## src/rtl/tm1638_key_reader.sv

```systemverilog
// ---------------------------------------------------------------------------
// tm1638_key_reader
//
// Reads the TM1638 key-scan matrix over the shared 3-wire CLK/STB/DIO link.
// Each accepted `start` runs one frame:
//   STB low -> command 0x42 (LSB first) -> DIO turnaround wait ->
//   32 read bits -> STB high -> publish raw scan + decoded 8-key vector.
//
// Parameters
//   CLK_DIV  : clkinput cycles per half-period of tm_clk (>= 1)
//   WAIT_CYC : clkinput cycles with DIO released between the last command
//              bit and the first read bit (>= 1, must cover Twait >= 1 us)
//
// Ports
//   clkinput    in   block clock
//   rst         in   asynchronous reset, active high
//   start       in   one-cycle frame request, ignored unless idle
//   busy        out  high from the cycle after start until keys_valid
//   tm_clk      out  TM1638 CLK, idles high
//   tm_stb      out  TM1638 STB, idles high, active low
//   tm_dio_out  out  DIO drive value
//   tm_dio_oe   out  DIO output enable (1 = drive)
//   tm_dio_in   in   DIO pad input
//   raw_scan    out  received bits, bit i = i-th bit received
//   keys        out  decoded keys, 1 = pressed
//   keys_valid  out  one-cycle pulse when a frame completes
//   key_changed out  one-cycle pulse with keys_valid when keys changed
//
// Build option
//   TM1638_KEY_DEBOUNCE_EN : when defined, a decoded vector is committed to
//   `keys` only if it equals the vector of the previous completed frame.
// ---------------------------------------------------------------------------
module tm1638_key_reader #(
    parameter int CLK_DIV  = 4,
    parameter int WAIT_CYC = 8
) (
    input  logic        clkinput,
    input  logic        rst,
    input  logic        start,
    output logic        busy,
    output logic        tm_clk,
    output logic        tm_stb,
    output logic        tm_dio_out,
    output logic        tm_dio_oe,
    input  logic        tm_dio_in,
    output logic [31:0] raw_scan,
    output logic [7:0]  keys,
    output logic        keys_valid,
    output logic        key_changed
);

    localparam logic [7:0] CMD_READ_KEYS = 8'h42;
    localparam int         CNT_MAX       = (CLK_DIV > WAIT_CYC) ? CLK_DIV : WAIT_CYC;
    localparam int         CW            = $clog2(CNT_MAX + 1);

    typedef enum logic [2:0] {
        IDLE      = 3'd0,
        STB_SETUP = 3'd1,
        CMD       = 3'd2,
        WAIT      = 3'd3,
        READ      = 3'd4,
        STB_HOLD  = 3'd5,
        DONE      = 3'd6
    } state_t;

    state_t      state, state_n;
    logic [CW-1:0] cnt, cnt_n;     // cycles spent in current phase
    logic [4:0]  bit_idx, bit_n;   // bit number within CMD (0..7) or READ (0..31)
    logic        hi, hi_n;         // 0 = low half of a bit, 1 = high half

    logic        half_last;        // last cycle of a CLK_DIV-long phase
    logic        wait_last;        // last cycle of the turnaround wait
    logic        sample_now;       // last cycle of a READ high half
    logic        commit;           // frame complete, results go out next edge

    logic [31:0] shadow;           // bits being received; raw_scan stays stable meanwhile
    logic [7:0]  keys_new;

    // Registered-output next values
    logic stb_d, clk_d, oe_d, out_d, busy_d, kv_d;

    assign half_last  = (cnt == CW'(CLK_DIV - 1));
    assign wait_last  = (cnt == CW'(WAIT_CYC - 1));
    assign sample_now = (state == READ) && hi && half_last;
    assign commit     = (state == STB_HOLD) && half_last;

    // Only bit 0 and bit 4 of each scan byte carry key state.
    function automatic logic [7:0] decode(input logic [31:0] r);
        logic [7:0] k;
        k = '0;
        for (int b = 0; b < 4; b++) begin
            k[b]     = r[8*b];
            k[b + 4] = r[8*b + 4];
        end
        return k;
    endfunction

    assign keys_new = decode(shadow);

    // ------------------------------------------------------------------
    // State register
    // ------------------------------------------------------------------
    always_ff @(posedge clkinput or posedge rst) begin
        if (rst) begin
            state   <= IDLE;
            cnt     <= '0;
            bit_idx <= '0;
            hi      <= 1'b0;
        end else begin
            state   <= state_n;
            cnt     <= cnt_n;
            bit_idx <= bit_n;
            hi      <= hi_n;
        end
    end

    // ------------------------------------------------------------------
    // Next-state logic
    // ------------------------------------------------------------------
    always_comb begin
        state_n = state;
        cnt_n   = cnt + CW'(1);
        bit_n   = bit_idx;
        hi_n    = hi;
        unique case (state)
            IDLE: begin
                cnt_n = '0;
                if (start) begin
                    state_n = STB_SETUP;
                end
            end
            STB_SETUP: begin
                if (half_last) begin
                    state_n = CMD;
                    cnt_n   = '0;
                    bit_n   = '0;
                    hi_n    = 1'b0;
                end
            end
            CMD: begin
                if (half_last) begin
                    cnt_n = '0;
                    if (!hi) begin
                        hi_n = 1'b1;
                    end else if (bit_idx == 5'd7) begin
                        state_n = WAIT;
                        hi_n    = 1'b0;
                    end else begin
                        bit_n = bit_idx + 5'd1;
                        hi_n  = 1'b0;
                    end
                end
            end
            WAIT: begin
                if (wait_last) begin
                    state_n = READ;
                    cnt_n   = '0;
                    bit_n   = '0;
                    hi_n    = 1'b0;
                end
            end
            READ: begin
                if (half_last) begin
                    cnt_n = '0;
                    if (!hi) begin
                        hi_n = 1'b1;
                    end else if (bit_idx == 5'd31) begin
                        state_n = STB_HOLD;
                        hi_n    = 1'b0;
                    end else begin
                        bit_n = bit_idx + 5'd1;
                        hi_n  = 1'b0;
                    end
                end
            end
            STB_HOLD: begin
                if (half_last) begin
                    state_n = DONE;
                    cnt_n   = '0;
                end
            end
            DONE: begin
                state_n = IDLE;
                cnt_n   = '0;
            end
            default: begin
                state_n = IDLE;
                cnt_n   = '0;
            end
        endcase
    end

    // ------------------------------------------------------------------
    // Output logic: decoded from the *next* state so the pins can be
    // driven straight from flops and change exactly with the state.
    // ------------------------------------------------------------------
    always_comb begin
        stb_d  = 1'b1;
        clk_d  = 1'b1;
        oe_d   = 1'b0;
        out_d  = 1'b1;
        busy_d = (state_n != IDLE);
        kv_d   = (state_n == DONE);
        unique case (state_n)
            STB_SETUP, WAIT: begin
                stb_d = 1'b0;
            end
            CMD: begin
                stb_d = 1'b0;
                clk_d = hi_n;
                oe_d  = 1'b1;
                // bit_n only advances on entry to a low half, so DIO
                // changes only on the first low cycle of each bit.
                out_d = CMD_READ_KEYS[bit_n[2:0]];
            end
            READ: begin
                stb_d = 1'b0;
                clk_d = hi_n;
            end
            default: ;
        endcase
    end

    always_ff @(posedge clkinput or posedge rst) begin
        if (rst) begin
            tm_stb     <= 1'b1;
            tm_clk     <= 1'b1;
            tm_dio_oe  <= 1'b0;
            tm_dio_out <= 1'b1;
            busy       <= 1'b0;
            keys_valid <= 1'b0;
        end else begin
            tm_stb     <= stb_d;
            tm_clk     <= clk_d;
            tm_dio_oe  <= oe_d;
            tm_dio_out <= out_d;
            busy       <= busy_d;
            keys_valid <= kv_d;
        end
    end

    // ------------------------------------------------------------------
    // Receive shift register
    // ------------------------------------------------------------------
    always_ff @(posedge clkinput or posedge rst) begin
        if (rst) begin
            shadow <= '0;
        end else if (sample_now) begin
            shadow[bit_idx] <= tm_dio_in;
        end
    end

    // ------------------------------------------------------------------
    // Result publication (lands on the DONE cycle)
    // ------------------------------------------------------------------
`ifdef TM1638_KEY_DEBOUNCE_EN
    logic [7:0] candidate;   // decoded vector of the previous completed frame

    always_ff @(posedge clkinput or posedge rst) begin
        if (rst) begin
            raw_scan    <= '0;
            keys        <= '0;
            key_changed <= 1'b0;
            candidate   <= '0;
        end else begin
            key_changed <= 1'b0;
            if (commit) begin
                raw_scan  <= shadow;
                candidate <= keys_new;
                // Two matching frames in a row commit the vector.
                if (keys_new == candidate) begin
                    keys        <= keys_new;
                    key_changed <= (keys_new != keys);
                end
            end
        end
    end
`else
    always_ff @(posedge clkinput or posedge rst) begin
        if (rst) begin
            raw_scan    <= '0;
            keys        <= '0;
            key_changed <= 1'b0;
        end else begin
            key_changed <= 1'b0;
            if (commit) begin
                raw_scan    <= shadow;
                keys        <= keys_new;
                key_changed <= (keys_new != keys);
            end
        end
    end
`endif

endmodule

```

## config.mk

```make
export PLATFORM = sky130hd
export DESIGN_NAME = tm1638_key_reader
export DESIGN_NICKNAME = d
export VERILOG_FILES = /design/src/rtl/tm1638_key_reader.sv
export SDC_FILE = /design/constraint.sdc
export NUM_CORES = 1
export LEC_CHECK = 0
export CAP_MARGIN = 25
export CORE_UTILIZATION = 60
export DETAILED_ROUTE_END_ITERATION = 7
export PLACE_DENSITY = 0.83
export SETUP_SLACK_MARGIN = 0.02
export SYNTH_ARGS = -nofsm -noshare
export SYNTH_HDL_FRONTEND = slang
export SYNTH_SLANG_ARGS = --single-unit
```

## constraint.sdc

```tcl
create_clock -name clkinput -period 4.15 [get_ports clkinput]
set_input_delay 0.83 -clock clkinput [delete_from_list [all_inputs] [get_ports clkinput]]
set_output_delay 0.83 -clock clkinput [all_outputs]
set_load 0.01 [all_outputs]
```

# ---- Word-level counts from Yosys, hierarchy flattened
# Memory sizes are Yosys's and may differ from the RTL's.
# Index checks and enable logic that the tools add are counted.
dict set report classes {
  n_reduce_logical 12
  n_lt_le_gt_ge 3
  mux 37
  n_eq_ne 23
  n_addsub 2
}
# operator n
set ops {}
lappend ops {{2-to-1 mux 5 bit} 8}
lappend ops {{bitwise mux 32 bit} 1}
lappend ops {{2-to-1 mux 3 bit} 10}
lappend ops {{case mux 5 bit (4 select lines)} 1}
lappend ops {{case mux 3 bit (6 select lines)} 1}
lappend ops {{inequality test 2 bit (second input constant)} 8}
lappend ops {{== test 3 x 2 -> 1 bit (second input constant)} 4}
lappend ops {{== test 3 bit (second input constant)} 4}
lappend ops {{2-to-1 mux 1 bit} 11}
lappend ops {{AND reduction 9 bit} 1}
lappend ops {{2-to-1 mux 4 bit} 2}
lappend ops {{inequality test 8 bit} 1}
lappend ops {{case mux 4 bit (2 select lines)} 1}
lappend ops {{OR reduction 4 bit} 2}
lappend ops {{== test 3 x 1 -> 1 bit (second input constant)} 2}
lappend ops {{less-than comparator 5 x 6 -> 1 bit (second input constant)} 1}
lappend ops {{adder 5 x 1 -> 5 bit (second input constant)} 1}
lappend ops {{demux 1 bit (select 5 bit)} 1}
lappend ops {{== test 5 x 3 -> 1 bit (second input constant)} 1}
lappend ops {{== test 5 bit (second input constant)} 1}
lappend ops {{greater-or-equal comparator 5 x 1 -> 1 bit (second input constant)} 1}
lappend ops {{adder 4 x 1 -> 4 bit (second input constant)} 1}
lappend ops {{== test 4 x 2 -> 1 bit (second input constant)} 1}
lappend ops {{== test 4 x 3 -> 1 bit (second input constant)} 1}
lappend ops {{7 further kinds} 11}
dict set report totals {
  n_memories 1
  elab_cells 93
  reg_bits 92
  inputBits 4
  output_inout_bits 47
  rom_bits 8
}
# name depth width read_ports rd_ports_with_merged_regs write_ports line_no
set memory_table {}
lappend memory_table {{(name not given)} 8 1 1 0 0 214} ;# out_d = CMD_READ_KEYS[bit_n[2:0]];

# ---- Longest topological paths before layout
dict set report logic_depth {
  word_depth 8
  mapped_depth 10
  mapped_depth_nobuf 10
}

# ---- Worst setup path before layout
# Ideal clock, no wire load.
dict set report synth_path {
  path_kind {input-to-reg}
  from {input bit_idx[0]}
  to {register tm_clk}
  path_buffers 0
  setup_ns 0.094
  t_required_ns 4.056
  path_stages 8
  setup_slack_ns 1.936
  arrival_time_ns 2.120
  path_cell_list {dfrtp_1 -> ha_1 -> and3_1 -> ha_1 -> and4bb_1 -> a31oi_1 -> o211ai_1 -> or4_1}
}
dict set report synth_between {
  elab_chain_len 8
  elab_cells_between_ends 13
  cone_classes {eq/ne: 4; mux: 8; reduce/logical: 1}
}
# element line_no
set synth_lines {}
lappend synth_lines {{from (decl)} 68} ;# logic [4:0] bit_idx, bit_n;
lappend synth_lines {{== test 5 bit / == test 5 x 3 -> 1 bit (equally long branches)} {167, 145}}
lappend synth_lines {{2-to-1 mux 3 bit, on equally long branches} {167, 145}}
lappend synth_lines {{2-to-1 mux 3 bit, on equally long branches} {165, 143}}
lappend synth_lines {{2-to-1 mux 3 bit, on equally long branches} {163, 141}}
lappend synth_lines {{case mux 3 bit (6 select lines) *} 125} ;# unique case (state)
lappend synth_lines {{named net state_n[0]} 66} ;# state_t state, state_n;
lappend synth_lines {{== test 3 x 2 -> 1 bit / == test 3 bit (equally long branches)} 204} ;# unique case (state_n)
lappend synth_lines {{OR reduction 2 bit (no line) *} n/a}
lappend synth_lines {{2-to-1 mux 1 bit *} 204}
lappend synth_lines {{named net clk_d} 80} ;# logic stb_d, clk_d, oe_d, out_d, busy_d, kv_d;
lappend synth_lines {{to (signal assigned)} 234} ;# tm_clk <= clk_d;
lappend synth_lines {{to (decl)} 41} ;# output logic tm_clk,
# Mark *: on every way through the listed nets, which the timed path passes. The rest lies on a longest branch.
# A chain may end at the register's enable or synchronous reset.

# ---- Final worst setup path
dict set report layout_path {
  from {input state[0]}
  to {register raw_scan[10]}
}
dict set report layout_between {
  elab_chain_len 2
}
# element line_no
set layout_lines {}
lappend layout_lines {{from (decl)} 66}
lappend layout_lines {{== test 3 bit} 85} ;# assign commit = (state == STB_HOLD) && half_last;
lappend layout_lines {{logical AND 1 bit} 85}
lappend layout_lines {{to (signal assigned)} 287} ;# raw_scan <= shadow;
lappend layout_lines {{to (decl)} 46} ;# output logic [31:0] raw_scan,
# No other way between the ends.

==> out/metrics.yaml <==
hold_path.class: "flip-flop to flip-flop"
place_area_mm2: 0.00457
synthDistinctLibCells: 58
grtUsageMet3: 0.0467
synth_area_leaders: "dfrtp_1, mux2_2, nor2_1"
viasPerCell: 5.95
rows: 29
cts_tree: "yes"
io_buffers: 50
fillers: 425
startpoint_type: "flip-flop"
root_buffer: "clkbuf_8"
power_density_mw_per_mm2: 316
final_hold_viol_count: 0
wl_um: 8260
grt_pass1_wl_um: 13900
whs_ps: 461
cp_max_fo: 34
grt_max_degree: 54
yosysTopAreaCell: "dfrtp_1"
drc: 0
synth_compound_area_frac: 0.0826
num_antenna_cells: 0
busiest_layer: "met2"
syn_avg_cell_area_um2: 12.1
crit_family: "simple AND/OR/NAND/NOR gates"
cts_resized: 0
numCtsBuffers: 9
routabilityCongestion: 0.894
core_area_mm2: 0.00649
cts_hold_buffers: 0
rsz0062_at_grt: "no"
critPathCaptureType: "flip-flop"
yosysSeqAreaShare: 0.509
num_io_pins: 51
final.period_utilization: 0.653
path_cells: "inv_1 > nor3_1 > o21ai_2 > nor2_4 > mux2_2"
antenna_found_initial: 0
grt_pass1_vias: 2743
drive_gt1_frac: 0.257
fin_crit_ps: 2710
vias: 2748
cpMaxStageDelayCell: "dfrtp_1"
peakVddDrop_mv: 0.319
layout.cells.non_filler: 462
hpwl_um: 5380
grtUsageTotal: 0.253
fin_nets: 391
leakagePower_nw: 2.16
synthCells: 342
clk_path_buf_depth: 2
grt_use_met2: 0.413
clk_pin_slew_worst_paths_ps: 90
synth_ff_type: "dfrtp_1"
die_h_um: 85.0
slew_viol_final: 0
final_util: 0.738
synth_edf_count: 0
status: "complete, no violations"
arrival_ps: 2940
required_ps: 4380
max-cap-violations: 0
r2r_start: "state[0]"
die_w_um: 85.0
gr-usage-met1: 0.344
start_util: 0.637
cts_setup_buffers: 0
fmax_mhz: 369
wl_per_cell_um: 17.9
synth_top_family_by_area: "multiplexers"
crit_start: "state[0]"
min_from: "cnt[0]"
drt_pass1_iterations: 4
dieArea_mm2: 0.00723
critPathBufInv: 1
h-tree-depth: 3
synth_fp_nets: 353
worst_slew_pin_slew_ps: 1030
stdcell_area_mm2: 0.00479
ant_nets: 0
clock_sinks: 84
path_class: "flip-flop to flip-flop"
slowest_delay_ps: 810
synth_xor_area_frac: 0.0254
synth.cell_area_mm2: 0.00414
synthMuxAreaShare: 0.174
dp.cells: 446
insertion_delay_ps: 360
area_growth_pct: 15.8
finalSetupViolations: 0
synthArstFlopShare: 1.00
ys_ff_latch: 84
grt.overflow.total: 0
skew_ps: 15.5
synth_top_area_share: 0.490
slew_headroom: 0.311
yosys_warnings: 0
yosys.area_share.simple: 0.133
synthAdderAreaFrac: 0.0212
drtIter0Drc: 131
finalSetupTns_ps: 0
==> sequential cells by signal, indices dropped and copies added (netlist names) <==
| signal | count |
|---|---|
| hi | 1 |
| state | 3 |
| tm_stb | 1 |
| tm_dio_out | 1 |
| tm_clk | 1 |
| cnt | 4 |
| raw_scan | 32 |
| bit_idx | 5 |
| shadow | 32 |
| tm_dio_oe | 1 |
| busy | 1 |
| key_changed | 1 |
| keys_valid | 1 |
==> cells in the mapped netlist, drive strengths merged, types with 4 or more instances <==
library cell   n
dfrtp         81
mux2          64
nor2          31
buf           20
o21ai         14
nand3         13
inv           11
nand2         11
xor2          11
ha             7
a21oi          6
nor3           6
nor4           6
clkbuf         5
nand2b         5
nor3b          4
o211ai         4
==> stage by stage <==
step	power, mW	worst slack [ps]
CTS	1.52	1450
detailed placement	0.871	1480
floorplan	0.859	1160
global placement	0.870	1520
global route	1.56	1200
finish	1.51	1440
==> cell usage in the layout (no fill, tap or decap), drive strengths merged, types with 4 or more instances in the layout <==
master,Yosys,layout
nand2,11,11
ha,7,7
clkdlybuf4s50,0,50
a21oi,6,6
nor3b,4,4
nand3,13,13
xor2,11,11
nand2b,5,5
o211ai,4,4
nor2,31,31
mux2,64,64
dfrtp,81,81
inv,11,11
nor3,6,6
nor4,6,6
clkbuf,5,11
o21ai,14,14
==> metal layers <==
| layer | wire, µm | up-vias |
|---|---|---|
| met5 | 0 | - |
| li1 | - | 1297 |
| met4 | 138 | 0 |
| met1 | 3760 | 1371 |
| met3 | 350 | 12 |
| met2 | 4000 | 68 |
==> final cells by class <==
class / count / area [µm²] / share of cell area
multi-input cells: 222 / 1810 / 0.377
repair buffers: 52 / 515 / 0.108
clock inverters: 5 / 85.1 / 0.0178
flip-flops and latches: 84 / 2110 / 0.439
well taps: 77 / 96.3 / 0.0201
clock buffers: 11 / 141 / 0.0295
inverters: 11 / 42.5 / 0.00888
==> worst reg2reg max path, cell delays in order, from the launching register on <==
cell and delay (ps):
dfrtp_1 810, inv_1 170, nor3_1 260, o21ai_2 140
nor2_4 780, mux2_2 440
==> where the power goes <==
part,total [mW],switching [mW],internal [mW]
Clock,0.658,0.299,0.359
Combinational,0.0296,0.0219,0.00772
Sequential,0.824,0.00243,0.822
Total,1.51,0.324,1.19
==> worst paths after layout <==
kind,endpoint,slack [ps],cells after the start
min in group asynchronous,raw_scan[14],950,2
hold / removal,cnt[0],460,1
hold reg to reg,cnt[0],460,1
setup reg to reg,raw_scan[10],1440,5
setup / recovery,raw_scan[10],1440,5
max in group asynchronous,tm_dio_out,2390,3
==> kinds of logic after synthesis <==
kind of cell | Yosys count
buf+inv | 36
simple gates | 93
xor+xnor | 12
compound gates | 46
flops | 84
fa+ha+maj | 7
mux | 64
(Power assumes the default switching activity.)
